## src/rtl/switch_allocator.sv

```systemverilog
// Five-port wormhole switch allocator: each output runs an IDLE/LOCKED FSM with
// round-robin arbitration and holds its grant until the packet's tail transfers.

module sa_out_fsm (
    input  logic       clk,
    input  logic       rst,
    input  logic [4:0] req_i,
    input  logic       xfer_i,
    input  logic       last_i,
    output logic       locked_o,
    output logic [2:0] owner_o
);
    typedef enum logic {IDLE, LOCKED} state_t;

    state_t     state_q, state_d;
    logic [2:0] owner_q, owner_d;
    logic [2:0] rr_q, rr_d;
    logic       found;
    logic [2:0] win;
    logic [3:0] idx;

    // Round-robin search starting at rr_q, wrapping 4 -> 0.
    always_comb begin
        found = 1'b0;
        win   = 3'd0;
        idx   = 4'd0;
        for (int k = 0; k < 5; k++) begin
            idx = {1'b0, rr_q} + 4'(k);
            if (idx > 4'd4) idx = idx - 4'd5;
            if (!found && req_i[idx[2:0]]) begin
                found = 1'b1;
                win   = idx[2:0];
            end
        end
    end

    always_comb begin
        state_d = state_q;
        owner_d = owner_q;
        rr_d    = rr_q;
        case (state_q)
            IDLE: if (found) begin
                state_d = LOCKED;
                owner_d = win;
                rr_d    = (win == 3'd4) ? 3'd0 : win + 3'd1;
            end
            LOCKED: if (xfer_i && last_i) state_d = IDLE;
            default: state_d = IDLE;
        endcase
    end

    always_ff @(posedge clk or posedge rst) begin
        if (rst) begin
            state_q <= IDLE;
            owner_q <= 3'd0;
            rr_q    <= 3'd0;
        end else begin
            state_q <= state_d;
            owner_q <= owner_d;
            rr_q    <= rr_d;
        end
    end

    assign locked_o = (state_q == LOCKED);
    assign owner_o  = owner_q;
endmodule

module switch_allocator #(
    parameter logic [1:0] HDR_FLIT  = 2'b10,
    parameter logic [1:0] BODY_FLIT = 2'b00,
    parameter logic [1:0] TAIL_FLIT = 2'b01
) (
    input  logic        clk,
    input  logic        rst,
    input  logic [4:0]  in_valid,
    input  logic [24:0] in_req,
    input  logic [9:0]  in_type,
    input  logic [4:0]  out_ready,
    output logic [4:0]  in_pop,
    output logic [4:0]  out_valid,
    output logic [14:0] out_sel,
    output logic [4:0]  out_busy
);
    localparam int NP = 5;

    logic [NP-1:0]           locked, xfer, last, owned, hdr_ok;
    logic [NP-1:0][2:0]      owner;
    logic [NP-1:0][NP-1:0]   req_m;
    logic [1:0]              typ [NP];
    logic [4:0]              rq  [NP];

    always_comb begin
        hdr_ok = '0;
        for (int i = 0; i < NP; i++) begin
            typ[i]    = in_type[2*i +: 2];
            rq[i]     = in_req[5*i +: 5];
            hdr_ok[i] = in_valid[i] && (typ[i] == HDR_FLIT || typ[i] == 2'b11);
        end
    end

    // An input already holding an output may not win a second one.
    always_comb begin
        owned = '0;
        for (int j = 0; j < NP; j++)
            if (locked[j]) owned[owner[j]] = 1'b1;
    end

    always_comb begin
        in_pop = '0;
        for (int j = 0; j < NP; j++)
            if (xfer[j]) in_pop[owner[j]] = 1'b1;
    end

    for (genvar j = 0; j < NP; j++) begin : g_out
        for (genvar i = 0; i < NP; i++) begin : g_req
            assign req_m[j][i] = hdr_ok[i] && !owned[i] && (rq[i] == (5'b00001 << j));
        end

        assign xfer[j] = locked[j] && in_valid[owner[j]] && out_ready[j];
        // A body flit never releases the lock, even if codes were overridden to collide.
        assign last[j] = (typ[owner[j]] == TAIL_FLIT || typ[owner[j]] == 2'b11) &&
                         (typ[owner[j]] != BODY_FLIT);

        sa_out_fsm u_fsm (
            .clk      (clk),
            .rst      (rst),
            .req_i    (req_m[j]),
            .xfer_i   (xfer[j]),
            .last_i   (last[j]),
            .locked_o (locked[j]),
            .owner_o  (owner[j])
        );

        assign out_sel[3*j +: 3] = locked[j] ? owner[j] : 3'd7;
        assign out_valid[j]      = locked[j] && in_valid[owner[j]];
        assign out_busy[j]       = locked[j];
    end
endmodule

```

## config.mk

```make
export PLATFORM = sky130hd
export DESIGN_NAME = switch_allocator
export DESIGN_NICKNAME = d
export VERILOG_FILES = /design/src/rtl/switch_allocator.sv
export SDC_FILE = /design/constraint.sdc
export NUM_CORES = 1
export LEC_CHECK = 0
export BUFFER_PORTS_ARGS = -buffer_cell sky130_fd_sc_hd__buf_2
export CAP_MARGIN = 20
export CORE_ASPECT_RATIO = 0.6
export CORE_MARGIN = 5
export CORE_UTILIZATION = 58
export CTS_CLUSTER_DIAMETER = 50
export DETAILED_ROUTE_END_ITERATION = 8
export PLACE_DENSITY = 0.83
export SETUP_SLACK_MARGIN = 0.5
export SLEW_MARGIN = 20
export SYNTH_ARGS = -nofsm -noshare
export SYNTH_HDL_FRONTEND = slang
export SYNTH_SLANG_ARGS = --single-unit
```

## constraint.sdc

```tcl
create_clock -name clk -period 5.9 [get_ports clk]
set_clock_uncertainty 0.1 [all_clocks]
set_input_delay 0 -clock clk [delete_from_list [all_inputs] [get_ports clk]]
set_output_delay 0 -clock clk [all_outputs]
set_load 0.005 [all_outputs]
```

==> results.md <==
* I/O Pins at a little under 80
* Yosys top cell area share at 0.1042
* Clock group share of total power at 0.047
* Count of non-filler cells in the finished layout at 1383
* Number of nets in the synthesized netlist at 1263
* Final global-route overflow total at 0
* Clock slew at the register clock pins of the worst setup and hold paths at 0.06 ns
* Internal power component at roughly 2400 uW
* Clock tree buffer depth at 2
* # DRC at 0
* Crit path cell chain: inv_1 -> ha_1 -> nor2b_1 -> a2111oi_0 -> and2_1 -> mux2_2 -> a211oi_2 -> nor2b_1 -> and2_1 -> o221a_1 -> a31oi_1 -> inv_1 -> ha_1 -> a21bo_2 -> o22ai_1
* Effective utilization at floorplan at 0.5863
* Share of synthesized area occupied by flip-flops and latches at 0.1042
* Row count at 34
* Max cap viols at 0
* Hold Vio Cnt, Final at 0
* TritonCTS clock tree: done
* Routed via count at 9518
* Vias in the first global route at roughly 8k
* Biggest fanout along the worst timing path at 20
* Setup Buffers After CTS at 0
* Area of the die at 17080 um2
* Post-route setup TNS at 0 ns
* NumNets Final at 1287
* Maximum number of pins on one net before global-route repair at 36
* HPWL after DPL at 21.24 mm
* CP required at 6.00 ns
* Peak supply drop at 0.3456 mV
* Number of distinct library cells after synthesis at 104
* Post-layout utilization of the core at 0.6222
* Final critical-path setup slack at 0.7664 ns
* Hold Path Cell Cnt at 4
* Area delta synth->final at 6.118%
* Path depth of the worst reg2reg path at 15
* Crit. End Element: flip-flop
* Number of warnings issued by yosys at 0
* Wire length per cell at 19.85 um
* Number of buffers and inverters on the critical path at 2
* CTS H-Tree Depth at 2
* Core area at 14340 um2
* Arrival time at the worst endpoint at around 5.2 ns
* Max incr delay on CP at between 0.7 and 0.8 ns
* Combined area of all synthesized cells at 8406 um2
* Setup CP Type: flip-flop to flip-flop
* Startpoint of the lowest-slack hold path: out_ready[0]
* Standby leakage power at 0.003601 uW
* Pre-Repair DR Iteration Count at 6
* Count of port buffers added during placement at 76
* Combinational share of power at 0.813
* Min Clock Period, post-route at 5.134 ns
* Share of total power consumed by net switching at 0.5865
* Most used standard cells in the synthesized netlist: sky130_fd_sc_hd__nor2_1 (103), sky130_fd_sc_hd__nand2_1 (82), sky130_fd_sc_hd__a21oi_1 (63)
* Number of flops mapped to enable cells by yosys at 0
* Wire length of the first global-routing pass at 43.37 mm
* Hold Path Class: input port to flip-flop
* Cell taking the most area after synthesis: sky130_fd_sc_hd__dfrtp_1
* Ys async rst share at 1.000
* Clock net sink count at 35
* FF-to-FF Start: g_out[4].u_fsm.rr_q[0]
* Post-Place Worst Slack at 1.009 ns
* Number of vias per cell after detailed routing at 6.882
* Fillers at 1267
* Instance count on the critical path at 15
* Max-slew headroom at 0.3809
* CTS buffer count at 5
* Gate family responsible for the most delay along the worst path: compound AO/OA/AOI/OAI gates
* Cell at the root of the clock tree: sky130_fd_sc_hd__clkbuf_16
* Max frequency at 0.1948 GHz
* Synth Area per Inst at 7.246 um2
* Initial antenna violation count at 0
* Routability Congestion at 1.025
* Final hold slack at 0.008686 ns
* Pwr/cell area at 657.0 nW/um2
* Antenna diode count at 0
* Gate count after technology mapping at 1160
* Global router's overall resource usage at 0.3133
* Power share of the sequential group at 0.140
* Number of DRC markers after the initial detailed-route iteration at 1290
* Setup repair after global routing missed its margin: no
* Most used flip-flop cell after synthesis: sky130_fd_sc_hd__dfrtp_1
* Worst-path cell with the longest stage delay: sky130_fd_sc_hd__a2111oi_0
* Routed Wire Length at approximately 27 mm
* Register bit count reported by yosys at 35
* Largest cells by area after synthesis: sky130_fd_sc_hd__dfrtp_1 (10%), sky130_fd_sc_hd__ha_1 (8.2%), sky130_fd_sc_hd__nor2_1 (4.6%)
* Placed cells at ~1.4k
* Most instantiated library cell after synthesis: sky130_fd_sc_hd__nor2_1
* Number of setup violations in the final report at 0
* Source of the critical timing path: g_out[4].u_fsm.rr_q[0]
* Final ANT Viol Nets at 0
* Switching power of the nets at 3437 uW
* Actual transition at the worst max-transition pin at 0.9170 ns
* Final period util at 0.8701
* Run status: completed
* Kind of start point of the critical path: flip-flop
* Clock insertion delay at the later pin of the skew report at 0.29 ns
* Chip height at about 100 um
* Share of cells above drive strength 1 at 0.1435
* Die width at 165.4 um
* Final slew viol count at 0
flip-flops by register name, indices dropped and copies added, names as in the netlist:
name and cells:
g_out.u_fsm.locked_o 5, g_out.u_fsm.owner_o 15, g_out.u_fsm.rr_q 15
cells in the final DEF (no fill, tap or decap), types with 10 or more instances in the layout:
master	synthesis	routed
sky130_fd_sc_hd__nand2_1	82	82
sky130_fd_sc_hd__o22ai_1	18	18
sky130_fd_sc_hd__dfrtp_1	35	35
sky130_fd_sc_hd__or2_2	14	14
sky130_fd_sc_hd__a31oi_1	19	19
sky130_fd_sc_hd__nand3b_1	14	14
sky130_fd_sc_hd__buf_2	19	76
sky130_fd_sc_hd__nor4bb_1	10	10
sky130_fd_sc_hd__inv_1	53	53
sky130_fd_sc_hd__nor4b_1	12	12
sky130_fd_sc_hd__nor2b_1	31	31
sky130_fd_sc_hd__a211oi_1	14	14
sky130_fd_sc_hd__mux2_2	23	23
sky130_fd_sc_hd__o31ai_1	11	11
sky130_fd_sc_hd__mux2i_1	37	37
sky130_fd_sc_hd__nand3_1	42	42
sky130_fd_sc_hd__and2_1	10	10
sky130_fd_sc_hd__or3_1	15	15
sky130_fd_sc_hd__xnor2_1	15	15
sky130_fd_sc_hd__or4_1	10	10
sky130_fd_sc_hd__nor3_1	42	42
sky130_fd_sc_hd__ha_1	55	55
sky130_fd_sc_hd__nor2_1	103	103
sky130_fd_sc_hd__a22oi_1	13	13
sky130_fd_sc_hd__nor4_1	21	21
sky130_fd_sc_hd__o21ai_0	57	57
sky130_fd_sc_hd__nand4_1	16	16
sky130_fd_sc_hd__nand2b_1	47	47
sky130_fd_sc_hd__and3_1	14	14
sky130_fd_sc_hd__a21oi_1	63	63
area by class of cell:
type | count | area (um2) | area share
inverters | 58 | 217.7 | 0.02441
clock buffers | 5 | 125.1 | 0.01403
well taps | 198 | 247.7 | 0.02777
clock inverters | 3 | 25.02 | 0.002805
flip-flops and latches | 35 | 875.8 | 0.09819
repair buffers | 80 | 415.4 | 0.04657
multi-input cells | 1004 | 7013 | 0.7862
per-stage QoR:
stage                     instance area (um2)  total power [uW]
after CTS                                8920              5696
final                                    8920              5860
after detailed placement                 8750              5382
after global routing                     8920              6338
after floorplan                          8406              4387
after global placement                   8750              5309
power by group through the flow:
stage / Combinational [uW] / Clock [uW] / Sequential (uW)
3_5_place_dp: 4590 / 0 / 795
5_1_grt: 5200 / 289 / 852
6_report: 4770 / 276 / 818
2_1_floorplan: 3920 / 0 / 465
3_3_place_gp: 4520 / 0 / 784
4_1_cts: 4630 / 277 / 793
what timing repair did:
action / in CTS / in global routing
resized for setup: 0 / 0
hold buffers: 2 / 0
endpoints found under the hold margin: 36 / 0
cell families after synthesis:
kind of cell | after synthesis | synth area share
DFF | 35 | 0.1042
and+or+nand+nor | 544 | 0.3781
buffers and inverters | 121 | 0.06147
AOI/OAI and AO/OA | 316 | 0.2617
adders and majority gates | 56 | 0.08425
muxes | 66 | 0.08738
xor gates and xnor gates | 22 | 0.02292
worst register-to-register path, stage by stage (launching register included):
cell and delay [ns]:
sky130_fd_sc_hd__dfrtp_1 0.67, sky130_fd_sc_hd__inv_1 0.32, sky130_fd_sc_hd__ha_1 0.56, sky130_fd_sc_hd__nor2b_1 0.13, sky130_fd_sc_hd__a2111oi_0 0.71, sky130_fd_sc_hd__and2_1 0.27
sky130_fd_sc_hd__mux2_2 0.35, sky130_fd_sc_hd__a211oi_2 0.28, sky130_fd_sc_hd__nor2b_1 0.13, sky130_fd_sc_hd__and2_1 0.18, sky130_fd_sc_hd__o221a_1 0.21, sky130_fd_sc_hd__a31oi_1 0.45
sky130_fd_sc_hd__inv_1 0.10, sky130_fd_sc_hd__ha_1 0.25, sky130_fd_sc_hd__a21bo_2 0.20, sky130_fd_sc_hd__o22ai_1 0.13
path summary, 6_finish.rpt:
kind                                        endpoint  slack, ns
max                           g_out[4].u_fsm.rr_q[0]       0.77
min                          g_out[0].u_fsm.locked_o      0.009
max reg2reg                   g_out[4].u_fsm.rr_q[0]       0.77
min reg2reg                  g_out[0].u_fsm.locked_o       0.63
max in group asynchronous  g_out[2].u_fsm.owner_o[0]       5.06
min in group asynchronous  g_out[0].u_fsm.owner_o[2]       0.26
layer usage:
metal,GRT usage,up-vias,routed length [um]
met5,0,-,0
met1,0.4854,4352,12490
met4,0.06717,0,571
li1,-,4473,-
met2,0.4286,638,10570
met3,0.08277,55,3828
No activity file was read; power rests on OpenSTA's default activity.
